`src/rtl/i2s_pkg.sv`:
```
// ============================================================================
// i2s_pkg : shared constants, state encoding and bit/channel helpers | rev 1.0
// ============================================================================
`default_nettype none

package i2s_pkg;

  localparam int DEF_MCLK_DIV  = 4;
  localparam int DEF_BCLK_DIV  = 16;
  localparam int DEF_SLOT_BITS = 32;
  localparam int SLOT_BITS_MIN = 8;
  localparam int SLOT_BITS_MAX = 32;

  localparam int I2S_PHILIPS = 1;
  localparam int I2S_LJ      = 0;

  typedef enum logic {
    ST_IDLE = 1'b0,
    ST_RUN  = 1'b1
  } state_t;

  function automatic logic slot_is_right(input int f, input int slot_bits);
    return (f >= slot_bits);
  endfunction

  function automatic int slot_bit_idx(input int f, input int slot_bits);
    return (f >= slot_bits) ? (2 * slot_bits - 1 - f) : (slot_bits - 1 - f);
  endfunction

  // Philips mode announces the channel of the following bit.
  function automatic logic lr_for(input int f, input int slot_bits, input int delay);
    int g;
    if (delay != 0) begin
      g = (f == 2 * slot_bits - 1) ? 0 : f + 1;
    end else begin
      g = f;
    end
    return (g >= slot_bits);
  endfunction

endpackage

`default_nettype wire

```
`src/rtl/i2s_clk_div.sv`:
```
// ============================================================================
// i2s_clk_div : even divider, 50% output, registered rise/fall strobes | rev 1.0
// ============================================================================
`default_nettype none

module i2s_clk_div #(
  parameter int DIV = 4
) (
  input  logic clk,
  input  logic rst_n,
  input  logic en,
  input  logic clr,
  output logic clk_out,
  output logic rise_stb,
  output logic fall_stb,
  output logic wrap
);

  localparam int CW = (DIV > 2) ? $clog2(DIV) : 1;
  localparam logic [CW-1:0] LAST    = CW'(DIV - 1);
  localparam logic [CW-1:0] HALF_M1 = CW'(DIV / 2 - 1);

  logic [CW-1:0] cnt;

  // Asserted in the cycle before the counter returns to zero.
  assign wrap = en && (cnt == LAST);

  always_ff @(posedge clk) begin
    if (!rst_n || clr) begin
      cnt      <= '0;
      clk_out  <= 1'b0;
      rise_stb <= 1'b0;
      fall_stb <= 1'b0;
    end else if (en) begin
      cnt      <= wrap ? '0 : cnt + 1'b1;
      rise_stb <= (cnt == HALF_M1);
      fall_stb <= wrap;
      if (cnt == HALF_M1) begin
        clk_out <= 1'b1;
      end else if (wrap) begin
        clk_out <= 1'b0;
      end
    end else begin
      rise_stb <= 1'b0;
      fall_stb <= 1'b0;
    end
  end

endmodule

`default_nettype wire

```
`src/rtl/i2s_clk_gen.sv`:
```
// ============================================================================
// i2s_clk_gen : MCLK/BCLK/LRCLK generator with frame-aligned start/stop | rev 1.0
// ============================================================================
`default_nettype none

module i2s_clk_gen
  import i2s_pkg::*;
#(
  parameter int MCLK_DIV  = DEF_MCLK_DIV,
  parameter int BCLK_DIV  = DEF_BCLK_DIV,
  parameter int SLOT_BITS = DEF_SLOT_BITS,
  parameter int I2S_DELAY = I2S_PHILIPS
) (
  input  logic                         clk_in,
  input  logic                         rst_n,
  input  logic                         en,
  output logic                         mclk,
  output logic                         bclk,
  output logic                         lrclk,
  output logic                         bclk_fall_stb,
  output logic                         bclk_rise_stb,
  output logic                         frame_stb,
  output logic                         ch_right,
  output logic [$clog2(SLOT_BITS)-1:0] bit_idx,
  output logic                         active
);

  localparam int FRAME_BITS = 2 * SLOT_BITS;
  localparam int FW         = $clog2(FRAME_BITS);
  localparam int BW         = $clog2(SLOT_BITS);
  localparam logic [FW-1:0] F_LAST  = FW'(FRAME_BITS - 1);
  localparam logic [BW-1:0] BIT_TOP = BW'(SLOT_BITS - 1);

  if ((MCLK_DIV < 2) || (MCLK_DIV % 2 != 0) || (BCLK_DIV < 2) || (BCLK_DIV % 2 != 0) ||
      (SLOT_BITS < SLOT_BITS_MIN) || (SLOT_BITS > SLOT_BITS_MAX) ||
      ((I2S_DELAY != I2S_PHILIPS) && (I2S_DELAY != I2S_LJ))) begin : g_param_check
    $error("i2s_clk_gen: illegal parameter set");
  end

  state_t        state;
  logic [FW-1:0] f_cnt;
  logic [FW-1:0] f_inc;
  logic          b_wrap;
  logic          b_fall_unused;
  logic          m_rise_unused, m_fall_unused, m_wrap_unused;
  logic          unused_div;

  assign unused_div = ^{b_fall_unused, m_rise_unused, m_fall_unused, m_wrap_unused};
  assign f_inc      = (f_cnt == F_LAST) ? '0 : f_cnt + 1'b1;

  i2s_clk_div #(.DIV(MCLK_DIV)) u_mclk_div (
    .clk      (clk_in),
    .rst_n    (rst_n),
    .en       (1'b1),
    .clr      (1'b0),
    .clk_out  (mclk),
    .rise_stb (m_rise_unused),
    .fall_stb (m_fall_unused),
    .wrap     (m_wrap_unused)
  );

  i2s_clk_div #(.DIV(BCLK_DIV)) u_bclk_div (
    .clk      (clk_in),
    .rst_n    (rst_n),
    .en       (state == ST_RUN),
    .clr      (state == ST_IDLE),
    .clk_out  (bclk),
    .rise_stb (bclk_rise_stb),
    .fall_stb (b_fall_unused),
    .wrap     (b_wrap)
  );

  always_ff @(posedge clk_in) begin
    if (!rst_n) begin
      state         <= ST_IDLE;
      f_cnt         <= '0;
      active        <= 1'b0;
      bclk_fall_stb <= 1'b0;
      frame_stb     <= 1'b0;
      ch_right      <= 1'b0;
      lrclk         <= 1'b0;
      bit_idx       <= BIT_TOP;
    end else begin
      bclk_fall_stb <= 1'b0;
      frame_stb     <= 1'b0;
      case (state)
        ST_IDLE: begin
          if (en) begin
            state         <= ST_RUN;
            active        <= 1'b1;
            f_cnt         <= '0;
            bclk_fall_stb <= 1'b1;
            frame_stb     <= 1'b1;
            ch_right      <= 1'b0;
            bit_idx       <= BIT_TOP;
            lrclk         <= lr_for(0, SLOT_BITS, I2S_DELAY);
          end
        end
        ST_RUN: begin
          if (b_wrap) begin
            // en is only honoured at the frame boundary.
            if ((f_cnt == F_LAST) && !en) begin
              state    <= ST_IDLE;
              active   <= 1'b0;
              f_cnt    <= '0;
              ch_right <= 1'b0;
              bit_idx  <= BIT_TOP;
              lrclk    <= 1'b0;
            end else begin
              f_cnt         <= f_inc;
              bclk_fall_stb <= 1'b1;
              frame_stb     <= (f_cnt == F_LAST);
              ch_right      <= slot_is_right(int'(f_inc), SLOT_BITS);
              bit_idx       <= BW'(slot_bit_idx(int'(f_inc), SLOT_BITS));
              lrclk         <= lr_for(int'(f_inc), SLOT_BITS, I2S_DELAY);
            end
          end
        end
        default: state <= ST_IDLE;
      endcase
    end
  end

endmodule

`default_nettype wire

```
`config.mk`:
```
export PLATFORM = sky130hd
export DESIGN_NAME = i2s_clk_gen
export DESIGN_NICKNAME = d
export VERILOG_FILES = /design/src/rtl/i2s_pkg.sv /design/src/rtl/i2s_clk_div.sv /design/src/rtl/i2s_clk_gen.sv
export SDC_FILE = /design/constraint.sdc
export NUM_CORES = 1
export LEC_CHECK = 0
export CORE_MARGIN = 4
export CORE_UTILIZATION = 56
export CTS_CLUSTER_DIAMETER = 100
export DETAILED_ROUTE_END_ITERATION = 6
export GPL_TIMING_DRIVEN = 0
export PLACE_DENSITY = 0.82
export SETUP_SLACK_MARGIN = 0.2
export SLEW_MARGIN = 0
export SYNTH_ARGS = -nofsm -noshare
export SYNTH_HDL_FRONTEND = slang
export SYNTH_SLANG_ARGS = --single-unit
```
`constraint.sdc`:
```
create_clock -name clk_in -period 5 [get_ports clk_in]
set_input_delay 1 -clock clk_in [delete_from_list [all_inputs] [get_ports clk_in]]
set_output_delay 1 -clock clk_in [all_outputs]
set_load 0.005 [all_outputs]
```
---- Word level (Yosys, flattened, before mapping) ----
Index checks and enable logic that the tools add are counted.
W data, S select, Z words.
word-level totals
  bits of input ports ..................... 3
  output and inout port bits .............. 13
  word-level logic and storage cells ...... 84
  flip-flop bits (word level) ............. 26
operators by class
  $add $sub $neg .......................... 6
  order comparisons ....................... 2
  bitwise operators ....................... 2
  equal/unequal tests ..................... 9
  multiplexer cells ....................... 40
  reduce and logical (&&, ||, !) cells .... 12
operators by type and width
  cell                   count
  $mux W32               4
  $ge A32 B7 Y1 const B  1
  $mux W6                4
  $mux W5                4
  $mux W1                18
  $pmux W1 S2            6
  $pmux W6 S2            1
  $pmux W5 S2            1
  $sub A5 B5 Y5 const A  2
  $add A6 B1 Y7 const B  1
  $mux W7                1
  $add A6 B1 Y6 const B  1
  $eq A6 B1 Y1 const B   1
  $eq A6 B6 Y1 const B   1
  $ge A6 B6 Y1 const B   1
  $add A4 B1 Y4 const B  1
  $eq A4 B3 Y1 const B   1
  $eq A4 B4 Y1 const B   1
  $mux W4                1
  $ne A2 B1 Y1 const B   2
  $reduce_and A2 Y1      2
  $reduce_bool A2 Y1     2
  $reduce_or A2 Y1       2
  $reduce_and A3 Y1      1
  other kinds (8)        11

---- Longest topological paths before layout ----
  word-level depth ........................ 12
  depth in mapped cells ................... 8
  mapped depth without buffers ............ 7

---- By module ----
A second synthesis with hierarchy kept.
second synthesis, totals
  cell total of the unflattened synthesis .. 146
  area, all modules ....................... 1272.5 µm²
by module, submodules not included
  module                    cells an instance  seq. area each (µm²)  times used  area an instance (µm²)
  i2s_clk_gen               94                 340.3                 1           789.5
  i2s_clk_div (u_bclk_div)  31                 140.1                 1           279.0
  i2s_clk_div (u_mclk_div)  21                 100.1                 1           203.9

---- Worst setup path after synthesis ----
Ideal clock, no wire load.
  kind .................................... register -> register
  start point ............................. reg f_cnt[0]
  end point ............................... reg lrclk
  clock period less this slack ............ 1953 ps
  buffers on the path ..................... 1
  data required time ...................... 4916 ps
  stages on the path, launching flop included .. 8
  data arrival time ....................... 1869 ps
  path slack .............................. 3047 ps
  setup time .............................. 84 ps
  cell sequence ........................... dfxtp_1 > buf_6 > inv_1 > ha_1 > or4_1 > a2bb2oi_1 > mux2_2 > o31ai_2
on the way
  cells in the longest elaborated chain, start to end .. 12
  elaborated cells on any way between the ends .. 15
  classes of those cells .................. add/sub: 2; order compare: 1; eq/ne: 2; mux: 9; reduce/logical: 1
RTL lines
  item                                           RTL line                               text
  from (decl)                                    i2s_clk_gen.sv:41                      logic [FW-1:0] f_cnt;
  from (signal assigned)                         i2s_clk_gen.sv:110                     f_cnt <= f_inc;
  $add A6 B1 Y6 or $eq A6 B6 Y1 (tied branches)  i2s_clk_gen.sv:49, i2s_clk_gen.sv:102
  $mux W6                                        i2s_clk_gen.sv:49                      assign f_inc = (f_cnt == F_LAST) ? '0 : f_cnt + 1'b1;
  $add A6 B1 Y7 or $eq A6 B1 Y1 (tied branches)  i2s_pkg.sv:34                          g = (f == 2 * slot_bits - 1) ? 0 : f + 1;
  $mux W7                                        i2s_pkg.sv:34
  $mux W32                                       i2s_clk_gen.sv:102                     if ((f_cnt == F_LAST) && !en) begin
  $mux W32                                       i2s_clk_gen.sv:100                     if (b_wrap) begin
  $mux W32                                       i2s_clk_gen.sv:86                      case (state)
  $mux W32                                       i2s_clk_gen.sv:74                      if (!rst_n) begin
  $ge A32 B7 Y1                                  i2s_pkg.sv:38                          return (g >= slot_bits);
  $mux W1 *                                      i2s_clk_gen.sv:102
  $mux W1 *                                      i2s_clk_gen.sv:100
  $pmux W1 S2 *                                  i2s_clk_gen.sv:86
  to (signal assigned)                           i2s_clk_gen.sv:96                      lrclk <= lr_for(0, SLOT_BITS, I2S_DELAY);
  to (signal assigned)                           i2s_clk_gen.sv:115                     lrclk <= lr_for(int'(f_inc), SLOT_BITS, I2S_DELAY);
  to (decl)                                      i2s_clk_gen.sv:19                      output logic lrclk,
Mark *: on every way between the ends. The rest lies on a longest branch, timed or not. The select of a mux whose other input is x is not followed.
A chain may end at the register's enable or synchronous reset.

---- Worst setup path in the final report ----
  start point ............................. in en
  end point ............................... reg f_cnt[3]
on the way
  cells in the longest elaborated chain, start to end .. 5
  elaborated cells on any way between the ends .. 7
  classes of those cells .................. eq/ne: 1; mux: 3; reduce/logical: 3
RTL lines
  item                 RTL line            text
  from (decl)          i2s_clk_gen.sv:16   input logic en,
  $logic_not A1 Y1     i2s_clk_gen.sv:102
  $logic_and A1 B1 Y1  i2s_clk_gen.sv:102
  $mux W6              i2s_clk_gen.sv:102
  $mux W6              i2s_clk_gen.sv:100
  $pmux W6 S2          i2s_clk_gen.sv:86
Parallel ways exist; a longest one is shown, timed or not. The select of a mux whose other input is x is not followed.

==> metrics.md <==
| Metric | Value |
|---|---|
| Routed length on met2 | 1151 um |
| Synth Net Count | 136 |
| CTS buffer count | 3 |
| DRT met1 WL | 954 um |
| # H-tree levels | 1 |
| Initial antenna violation count | 0 |
| Via count | 949 |
| Post-Syn Area | 1141 sq um |
| # rows | 16 |
| Total power | 0.0003248 W |
| Actual slew at the worst max-slew pin | 0.4461 ns |
| Count of cells resized by post-cts repair | 0 |
| Levels on crit path | 7 |
| Clk Latency, worst-skew pair | 0.32 ns |
| Top Metal Used | met4 |
| Final hold viol count | 0 |
| Share of cells above drive strength 1 | 0.05479 |
| Routed WL | 2193 um |
| CTS tree | done |
| Final GP Congestion | 0.8431 |
| CP most frequent cell | and2_1 |
| Logic pwr share | 0.071 |
| CP required | 5.23 ns |
| Clock Path Buffers | 2 |
| Commonest cells after routing, fill and taps aside | 26 x dfxtp_1, 16 x nand2_1, 15 x clkdlybuf4s50_1 |
| Clock Skews | 0.006432 ns |
| Grt total ovfl | 0 |
| Net Switching | 0.00007173 W |
| Die X | 53.14 um |
| Area delta synth->final | 18.09% |
| Crit path max-delay family | buffers and inverters |
| Hold Slack | 0.4564 ns |
| Unrepaired setup endpoints after global routing | false |
| Worst Hold Depth | 1 |
| Worst Path Max Fanout | 7 |
| Leak | 0.5017 nW |
| Area share of the largest cell type after synthesis | 0.4561 |
| Number of flops mapped to enable cells by yosys | 0 |
| Most common cell after layout, fill and taps aside | dfxtp_1 |
| Yosys warning count | 0 |
| Buf/Inv on CP | 2 |
| DRT iter0 DRCs | 8 |
| Post-synth ARST share | 0 |
| Core region area | 1942 sq um |
| Worst min-delay path class | reg2reg |
| Slew margin rel. | 0.7026 |
| Min-delay src | u_bclk_div.cnt[0] |
| Die H | 53.14 um |
| Cells after synthesis | 128 |
| Run status | finished, final reports clean |
| R2R cell count | 7 |
| CP cell instances | clkdlybuf4s50_1, nand2b_1, and2_1, clkbuf_1, nand2_1, o21ai_0, and2_1 |
| Clk sink count | 26 |
| Synthesized flop and latch total | 26 |
| Die ar. | 2824 sq um |
| Initial cell density of the core | 0.5876 |
| DRC viols | 0 |
| Synth area leaders | dfxtp_1 46%, ha_1 5.5%, nand2_1 5.3% |
| Critical path launch point type | input pin |
| CP max-delay cell | clkdlybuf4s50_1 |
| CP arrival | 2.43 ns |
| Crit. Startpoint | en |
| # port buffers | 15 |
| Setup bufs post-CTS | 0 |
| Metal3 WL | 49 um |
| Clock power frac | 0.263 |
| Sw Share | 0.2209 |
| Final number of setup-violating endpoints | 0 |
| Max Cap Viol | 0 |
| Hold Buf Count CTS | 0 |
| Worst R2R Start | f_cnt[0] |
| Crit path kind | in2reg |
| Clk slew on worst S/H paths | 0.13 ns |
| Min Tclk post-route | 2.201 ns |
| Cell Pwr Density | 241.0 nW/um^2 |
| Pin count of the biggest net entering global routing | 14 |
| Drt pass-1 iters | 4 |
| Number of global-route vias before repair | 973 |
| Final worst setup slack | 2.799 ns |
| Ant. Diodes | 0 |
| Vias/cell | 5.486 |
| Synth Area per Inst | 8.915 sq um |
| GRT Util Overall | 0.1888 |
| Detail Route Antenna Nets | 0 |
| Nets | 156 |
| Max Slew Vio Count | 0 |
| Main flop type after synthesis | dfxtp_1 |
| Pint | 0.0002531 W |
| Wire per inst | 12.68 um |
| Ports | 16 |
| Register area share after synthesis | 0.4561 |
| CP peak stage delay | 0.58 ns |
| Setup TNS | 0 ns |
| Distinct cells, synth | 35 |
| Seq pwr share | 0.666 |
| Max Fclk | 454.4 MHz |
| Worst vdd ir | 0.2081 mV |
| Clock root buffer | clkbuf_4 |
| CP Capture Type | flip-flop |
| Pre-CTS setup slack | 2.468 ns |
| Final period util | 0.4402 |
| First-pass GRT wire length | 3926 um |
| Final core utilization | 0.6939 |
| Hpwl dp | 1674 um |
| Yosys top cell by area | dfxtp_1 |
## final timing paths
kind,to,slack (ns)
min,u_bclk_div.cnt[0],0.46
min reg2reg,u_bclk_div.cnt[0],0.46
max,f_cnt[3],2.80
max reg2reg,lrclk,2.91
## power groups by stage
stage | Clock (W) | Sequential [W] | Combinational (W)
3_3_place_gp | 0 | 0.000221 | 0.0000228
5_1_grt | 0.0000950 | 0.000217 | 0.0000274
4_1_cts | 0.0000878 | 0.000216 | 0.0000235
2_1_floorplan | 0 | 0.000221 | 0.0000132
3_5_place_dp | 0 | 0.000221 | 0.0000235
6_report | 0.0000853 | 0.000216 | 0.0000231
## metrics by stage
step,instances,cell area [sq um]
floorplan,128,1141
global placement,170,1325
detailed placement,170,1325
CTS,173,1348
global route,173,1348
finish,173,1348
## kinds of logic (layout without fill, tap and decap cells)
| kind of cell | count (synthesis) | after routing | synth area share |
|---|---|---|---|
| compound gates | 27 | 27 | 0.1634 |
| xor+xnor | 7 | 7 | 0.05373 |
| fa+ha+maj | 5 | 5 | 0.05482 |
| buf+inv | 11 | 29 | 0.04385 |
| flops | 26 | 26 | 0.4561 |
| mux | 1 | 1 | 0.009868 |
| simple gates | 51 | 51 | 0.2182 |
## layout make-up
cell class              count  area [sq um]
multi-input cells          91         570.5
inverters                   4         15.01
plain buffers               7         35.03
well taps                  27         33.78
repair buffers             15         150.1
clock buffers               3         22.52
flip-flops and latches     26         520.5
fillers                   171         594.3
## registers in the layout, summed over array words and instances, names as in the netlist
name                 count
f_cnt                    6
bit_idx                  5
u_bclk_div.cnt           4
u_mclk_div.cnt           2
active                   1
bclk_fall_stb            1
ch_right                 1
frame_stb                1
lrclk                    1
state                    1
u_bclk_div.clk_out       1
u_bclk_div.rise_stb      1
u_mclk_div.clk_out       1
## cell usage after synthesis (all sizes together), types with 2 or more instances
| master | number |
|---|---|
| xnor2 | 3 |
| a21boi | 4 |
| inv | 4 |
| clkbuf | 5 |
| nor2b | 2 |
| xor2 | 4 |
| o22ai | 3 |
| nand4 | 2 |
| ha | 5 |
| nand2b | 4 |
| and3 | 2 |
| nor2 | 12 |
| o21ai | 7 |
| dfxtp | 26 |
| and2 | 4 |
| nand3 | 4 |
| buf | 2 |
| o31ai | 4 |
| nand2 | 16 |
| a21oi | 2 |
## metal layers
layer,vias up,track usage
met1,458,0.2073
met3,5,0.03662
met2,9,0.3471
met4,0,0.08085
li1,477,-
met5,-,0
Power figures use the tool's default switching activity.
